--- src/rtl/uart_tx_pkg.sv ---
// Shared types and constants for the UART transmit core.
package uart_tx_pkg;

  localparam int DEFAULT_DATA_WIDTH = 8;

  localparam logic PAR_EVEN = 1'b0;
  localparam logic PAR_ODD  = 1'b1;

  typedef enum logic [2:0] {
    ST_IDLE   = 3'd0,
    ST_START  = 3'd1,
    ST_DATA   = 3'd2,
    ST_PARITY = 3'd3,
    ST_STOP   = 3'd4
  } tx_state_t;

  // data_xor is the reduction XOR of the payload; odd parity inverts it.
  function automatic logic parity_bit(input logic data_xor, input logic par_typ);
    return (par_typ == PAR_ODD) ? ~data_xor : data_xor;
  endfunction

endpackage

--- src/rtl/uart_tx_core_if.sv ---
// Parallel-side request bus and serial-side outputs of the UART transmitter.
interface uart_tx_core_if
  import uart_tx_pkg::*;
#(
  parameter int DATA_WIDTH = DEFAULT_DATA_WIDTH
);

  logic [DATA_WIDTH-1:0] P_DATA;
  logic                  Data_Valid;
  logic                  PAR_EN;
  logic                  PAR_TYP;
  logic                  TX_OUT;
  logic                  Busy;

  modport master (
    output P_DATA, Data_Valid, PAR_EN, PAR_TYP,
    input  TX_OUT, Busy
  );

  modport slave (
    input  P_DATA, Data_Valid, PAR_EN, PAR_TYP,
    output TX_OUT, Busy
  );

endinterface

--- src/rtl/uart_tx_core_serializer.sv ---
// Payload shift register and bit-index counter for the UART transmitter.
module uart_tx_core_serializer #(
  parameter int DATA_WIDTH = 8,
  parameter int CNT_WIDTH  = 3
) (
  input  logic                  uart_tx_core_CLK,
  input  logic                  uart_tx_core_RST_ASYN,
  input  logic                  load,
  input  logic                  enable,
  input  logic [DATA_WIDTH-1:0] data_in,
  output logic                  ser_out,
  output logic                  done
);

  logic [DATA_WIDTH-1:0] shift_q;
  logic [CNT_WIDTH-1:0]  bit_idx;

  always_ff @(posedge uart_tx_core_CLK or posedge uart_tx_core_RST_ASYN) begin
    if (uart_tx_core_RST_ASYN) begin
      shift_q <= '0;
      bit_idx <= '0;
    end else if (load) begin
      shift_q <= data_in;
      bit_idx <= '0;
    end else if (enable) begin
      shift_q <= {1'b0, shift_q[DATA_WIDTH-1:1]};
      if (bit_idx != '1) begin
        bit_idx <= bit_idx + 1'b1;
      end
    end else begin
      bit_idx <= '0;
    end
  end

  // ser_out is the bit the core registers at the coming edge: bit 0 when
  // entering DATA, the following bit while shifting.
  assign ser_out = enable ? shift_q[1] : shift_q[0];
  assign done    = enable && (bit_idx == '1);

endmodule

--- src/rtl/uart_tx_core.sv ---
// UART frame sequencer: start, LSB-first data, optional parity, stop.
module uart_tx_core
  import uart_tx_pkg::*;
#(
  parameter int DATA_WIDTH = DEFAULT_DATA_WIDTH,
  parameter int CNT_WIDTH  = 3
) (
  input  logic           uart_tx_core_CLK,
  input  logic           uart_tx_core_RST_ASYN,
  uart_tx_core_if.slave  bus
);

  tx_state_t state;
  logic      tx_q;
  logic      busy_q;
  logic      par_en_q;
  logic      par_bit_q;
  logic      accept;
  logic      ser_en;
  logic      ser_bit;
  logic      ser_done;

  // Requests are only taken when the line is free or finishing a stop bit.
  assign accept = bus.Data_Valid && ((state == ST_IDLE) || (state == ST_STOP));
  assign ser_en = (state == ST_DATA);

  uart_tx_core_serializer #(
    .DATA_WIDTH (DATA_WIDTH),
    .CNT_WIDTH  (CNT_WIDTH)
  ) u_serializer (
    .uart_tx_core_CLK      (uart_tx_core_CLK),
    .uart_tx_core_RST_ASYN (uart_tx_core_RST_ASYN),
    .load                  (accept),
    .enable                (ser_en),
    .data_in               (bus.P_DATA),
    .ser_out               (ser_bit),
    .done                  (ser_done)
  );

  always_ff @(posedge uart_tx_core_CLK or posedge uart_tx_core_RST_ASYN) begin
    if (uart_tx_core_RST_ASYN) begin
      state     <= ST_IDLE;
      tx_q      <= 1'b1;
      busy_q    <= 1'b0;
      par_en_q  <= 1'b0;
      par_bit_q <= 1'b0;
    end else begin
      if (accept) begin
        par_en_q  <= bus.PAR_EN;
        par_bit_q <= parity_bit(^bus.P_DATA, bus.PAR_TYP);
      end
      case (state)
        ST_IDLE: begin
          if (accept) begin
            state  <= ST_START;
            tx_q   <= 1'b0;
            busy_q <= 1'b1;
          end else begin
            tx_q   <= 1'b1;
            busy_q <= 1'b0;
          end
        end
        ST_START: begin
          state <= ST_DATA;
          tx_q  <= ser_bit;
        end
        ST_DATA: begin
          if (!ser_done) begin
            tx_q <= ser_bit;
          end else if (par_en_q) begin
            state <= ST_PARITY;
            tx_q  <= par_bit_q;
          end else begin
            state <= ST_STOP;
            tx_q  <= 1'b1;
          end
        end
        ST_PARITY: begin
          state <= ST_STOP;
          tx_q  <= 1'b1;
        end
        ST_STOP: begin
          if (accept) begin
            state <= ST_START;
            tx_q  <= 1'b0;
          end else begin
            state  <= ST_IDLE;
            tx_q   <= 1'b1;
            busy_q <= 1'b0;
          end
        end
        default: begin
          state  <= ST_IDLE;
          tx_q   <= 1'b1;
          busy_q <= 1'b0;
        end
      endcase
    end
  end

  assign bus.TX_OUT = tx_q;
  assign bus.Busy   = busy_q;

endmodule
--- src/flat_wrapper.sv ---
// flat-port wrapper written by rule: the top's interface ports become plain ports
module uart_tx_core_flat import uart_tx_pkg::*;
#(
  parameter int DATA_WIDTH = DEFAULT_DATA_WIDTH,
  parameter int CNT_WIDTH  = 3
)
  (uart_tx_core_CLK, uart_tx_core_RST_ASYN, bus_P_DATA, bus_Data_Valid, bus_PAR_EN, bus_PAR_TYP, bus_TX_OUT, bus_Busy);
  uart_tx_core_if #(.DATA_WIDTH(DATA_WIDTH)) bus_i ();
  input  logic uart_tx_core_CLK;
  input  logic uart_tx_core_RST_ASYN;
  input wire logic [$bits(bus_i.P_DATA)-1:0] bus_P_DATA;
  input wire logic [$bits(bus_i.Data_Valid)-1:0] bus_Data_Valid;
  input wire logic [$bits(bus_i.PAR_EN)-1:0] bus_PAR_EN;
  input wire logic [$bits(bus_i.PAR_TYP)-1:0] bus_PAR_TYP;
  output wire logic [$bits(bus_i.TX_OUT)-1:0] bus_TX_OUT;
  output wire logic [$bits(bus_i.Busy)-1:0] bus_Busy;
  assign bus_i.P_DATA = bus_P_DATA;
  assign bus_i.Data_Valid = bus_Data_Valid;
  assign bus_i.PAR_EN = bus_PAR_EN;
  assign bus_i.PAR_TYP = bus_PAR_TYP;
  assign bus_TX_OUT = bus_i.TX_OUT;
  assign bus_Busy = bus_i.Busy;
  uart_tx_core #(.DATA_WIDTH(DATA_WIDTH), .CNT_WIDTH(CNT_WIDTH)) u_core (.uart_tx_core_CLK(uart_tx_core_CLK), .uart_tx_core_RST_ASYN(uart_tx_core_RST_ASYN), .bus(bus_i));
endmodule
--- config.mk ---
export PLATFORM = sky130hd
export DESIGN_NAME = uart_tx_core_flat
export DESIGN_NICKNAME = d
export VERILOG_FILES = /design/src/rtl/uart_tx_pkg.sv /design/src/rtl/uart_tx_core_if.sv /design/src/rtl/uart_tx_core_serializer.sv /design/src/rtl/uart_tx_core.sv /design/src/flat_wrapper.sv
export SDC_FILE = /design/constraint.sdc
export NUM_CORES = 1
export LEC_CHECK = 0
export BUFFER_PORTS_ARGS = -buffer_cell sky130_fd_sc_hd__clkbuf_2
export CAP_MARGIN = 20
export CORE_MARGIN = 10
export CORE_UTILIZATION = 25
export CTS_CLUSTER_SIZE = 24
export DETAILED_ROUTE_END_ITERATION = 10
export GPL_TIMING_DRIVEN = 0
export RECOVER_POWER = 25
export SETUP_SLACK_MARGIN = 0.1
export SLEW_MARGIN = 20
export SYNTH_ARGS = -nofsm -noshare
export SYNTH_HDL_FRONTEND = slang
export SYNTH_HIERARCHICAL = 1
export SYNTH_SLANG_ARGS = --single-unit
--- constraint.sdc ---
create_clock -name uart_tx_core_CLK -period 2.2 [get_ports uart_tx_core_CLK]
set_clock_uncertainty 0.15 [all_clocks]
set_input_delay 0.22 -clock uart_tx_core_CLK [delete_from_list [all_inputs] [get_ports uart_tx_core_CLK]]
set_output_delay 0.22 -clock uart_tx_core_CLK [all_outputs]
set_load 0.1 [all_outputs]
==> results.toml <==
[outcome]
status = "complete, no violations"

[clock_tree]
cts_htree_levels = 1
cts_buffers = 3
tritoncts = "done"
insertion_delay_ns = 0.25
clk_path_buf_depth = 2
clk_pin_slew_ns = 0.07
cts_root_buffer = "clkbuf_8"
cts.sinks = 18

[grt]
grt_pass1_wl_mm = 3.04
antenna_found_initial = 0
use_met3_pct = 1.77
grtUsageTotal_pct = 5.74
grt_use_met1_pct = 7.24
gr-max-usage-layer = "met2"
grt_max_degree = 12
gr-total-overflow = 0
grt_pass1_vias = 749
grtUsageMet2_pct = 8.45

[place]
place_inst = 155
dp_hpwl_mm = 1.46
gp_congestion = 0.824
io_buffers = 14

[hold_path]
hold_path_end = "u_core/u_serializer/shift_q[5]"
hold_path_startpoint = "bus_P_DATA[5]"
worstHoldPathCells = 3
min_path_type = "in -> reg"

[die]
die-area_um2 = 6620
initial_utilization_pct = 25.7
core_region_area_um2 = 3660
die_w_um = 81.4
fp-row-count = 22
io-pin-count = 15
fp.dieH_um = 81.4

[finish]
instances_no_fill = 160
drive_gt1_share_pct = 19.6
syn2layout_area_growth_pct = 20.6
filler_cell_count = 398
fin_util_pct = 31.0
antenna_cells = 0
fin_nets = 128

[drt]
avgViaCountPerCell = 4.18
ant_nets = 0
vias = 668
dr.pass1.iters = 4
detail_route.wirelength_mm = 1.74
drt_iter0_markers = 23
wl_per_cell_um = 10.9
drcViolationCount = 0

[synth]
yosysSeqAreaShare_pct = 48.0
synth_nets = 108
syn_inst = 93
synth_seq_cells = 18
yosys_warnings = 6
netlist_area_um2 = 941
syn_area_per_cell_um2 = 10.1
ys_types = 25

[critical_path]
cp_max_fo = 10
path_class = "reg -> reg"
cp-end-kind = "register"
arrival_ns = 1.82
r2r-start = "u_core/state[0]"
start_kind = "register"
required_ns = 2.22
ff2ff_path_depth = 7
r2r_slack_ns = 0.40
r2r_end = "u_core/u_serializer/shift_q[6]"

[pwr]
swShare_pct = 39.4
switchingPower_uw = 573
clkPwrFrac_pct = 18.3
seqPwrFrac_pct = 38.5
power_density_nw_per_um2 = 1280
pwr-share-comb_pct = 43.2
leakage_uw = 0.000532
max-vdd-ir-drop_uv = 380
intPower_uw = 880

[timing]
fin_crit_ns = 1.80
hold_ws_ns = 0.0552
setup_viol = 0
drv_slew = 0
fin_crit_sh_pct = 81.9
timing.fmax_ghz = 0.555
tns_ns = 0
hold_viol_final = 0
slew_headroom_pct = 63.6
rsz0062_at_grt = "no"
worst_pin_slew_ns = 0.549

[run]
max-cap-violations = 0
==> layer usage <==
layer,vias to the layer above,share of wire [%]
li1,346,-
met1,304,49
met2,16,46
met3,2,4.1
met4,0,0.52
met5,-,0
==> worst max-delay path by stage <==
stage,start,end,slack (ns),cells past startpoint
2_1_floorplan,u_core/state[2],u_core/u_serializer/shift_q[0],0.56,5
3_3_place_gp,u_core/state[0],u_core/u_serializer/shift_q[2],0.41,6
3_5_place_dp,u_core/state[0],u_core/u_serializer/shift_q[3],0.38,6
4_1_cts,u_core/state[0],u_core/u_serializer/shift_q[6],0.39,7
5_1_grt,u_core/state[0],u_core/u_serializer/shift_q[3],0.14,6
6_report,u_core/state[0],u_core/u_serializer/shift_q[6],0.40,7
==> worst max-delay path: stages, from the launching register on <==
cell and delay [ns]:
dfrtp_1 0.36, clkbuf_1 0.17, nor2_1 0.22, nand2_1 0.13
inv_1 0.20, clkbuf_1 0.30, nand2_1 0.10, o21ai_0 0.09
==> metrics by stage <==
stage          setup slack, ns  power [uW]  area, um^2
4_1_cts                  0.386        1480        1140
3_5_place_dp             0.383        1200        1070
2_1_floorplan            0.561        1080         941
3_3_place_gp             0.409        1180        1070
5_1_grt                  0.142        1560        1130
6_report                 0.398        1450        1130
==> cell usage in the layout (no fill, tap or decap), drive strengths merged <==
cell type / count
clkbuf: 20
dfrtp: 17
o21ai: 11
nand2: 10
mux2i: 10
nor2: 9
inv: 6
a21oi: 4
xnor2: 4
nand2b: 3
xor2: 3
ha: 2
and2: 2
mux2: 2
dlygate4sd3: 1
nor2b: 1
nand4: 1
xnor3: 1
nand3: 1
o32ai: 1
dfstp: 1
buf: 1
or2b: 1
==> power groups by stage <==
stage	combinational, uW	sequential (uW)	clock [uW]
6_report	628	559	266
5_1_grt	695	581	285
4_1_cts	640	561	274
3_5_place_dp	639	566	0
3_3_place_gp	622	558	0
2_1_floorplan	391	685	0
==> cell families after synthesis <==
group                      Yosys count  synth area share (%)
xor gates and xnor gates             8                  8.91
muxes                               12                  13.4
buffers and inverters                9                  4.39
DFF                                 18                  48.0
and+or+nand+nor                     28                  13.7
adders and majority gates            2                  2.66
AOI/OAI and AO/OA                   16                  8.91
==> state kept, by name (all words and copies together) (netlist names) <==
signal,flops
u_core/u_serializer/shift_q,8
u_core/state,3
u_core/u_serializer/bit_idx,3
u_core/bus.Busy,1
u_core/bus.TX_OUT,1
u_core/par_bit_q,1
u_core/par_en_q,1
==> synth_stat cells <==
master / count / area share (%)
a21oi_1: 4 / 2.1
and2_1: 1 / 0.67
and2_2: 1 / 0.80
buf_6: 1 / 1.2
clkbuf_1: 2 / 0.80
dfrtp_1: 17 / 45
dfstp_2: 1 / 2.8
ha_1: 2 / 2.7
inv_1: 6 / 2.4
mux2_2: 1 / 1.2
mux2_4: 1 / 1.6
mux2i_1: 10 / 11
nand2_1: 10 / 4.0
nand2b_1: 3 / 2.0
nand3_1: 1 / 0.53
nand4_1: 1 / 0.67
nor2_1: 9 / 3.6
nor2b_1: 1 / 0.67
o21ai_0: 10 / 5.3
o21ai_1: 1 / 0.53
o32ai_1: 1 / 0.93
or2b_1: 1 / 0.80
xnor2_1: 4 / 3.7
xnor3_1: 1 / 2.4
xor2_1: 3 / 2.8
==> cell type report <==
cell class / count / area [um^2] / area share (%)
Clock buffer: 4 / 55.1 / 4.85
Tap cell: 48 / 60.1 / 5.29
Multi-Input combinational cell: 66 / 448 / 39.5
Sequential cell: 18 / 452 / 39.8
Timing Repair Buffer: 15 / 78.8 / 6.95
Buffer: 3 / 18.8 / 1.65
Inverter: 6 / 22.5 / 1.98
==> what timing repair did <==
item	CTS	global route
gates resized for setup	0	0
hold buffers	1	0
endpoints found under the hold margin	18	0
buffers inserted	0	0
(Power assumes the default switching activity.)
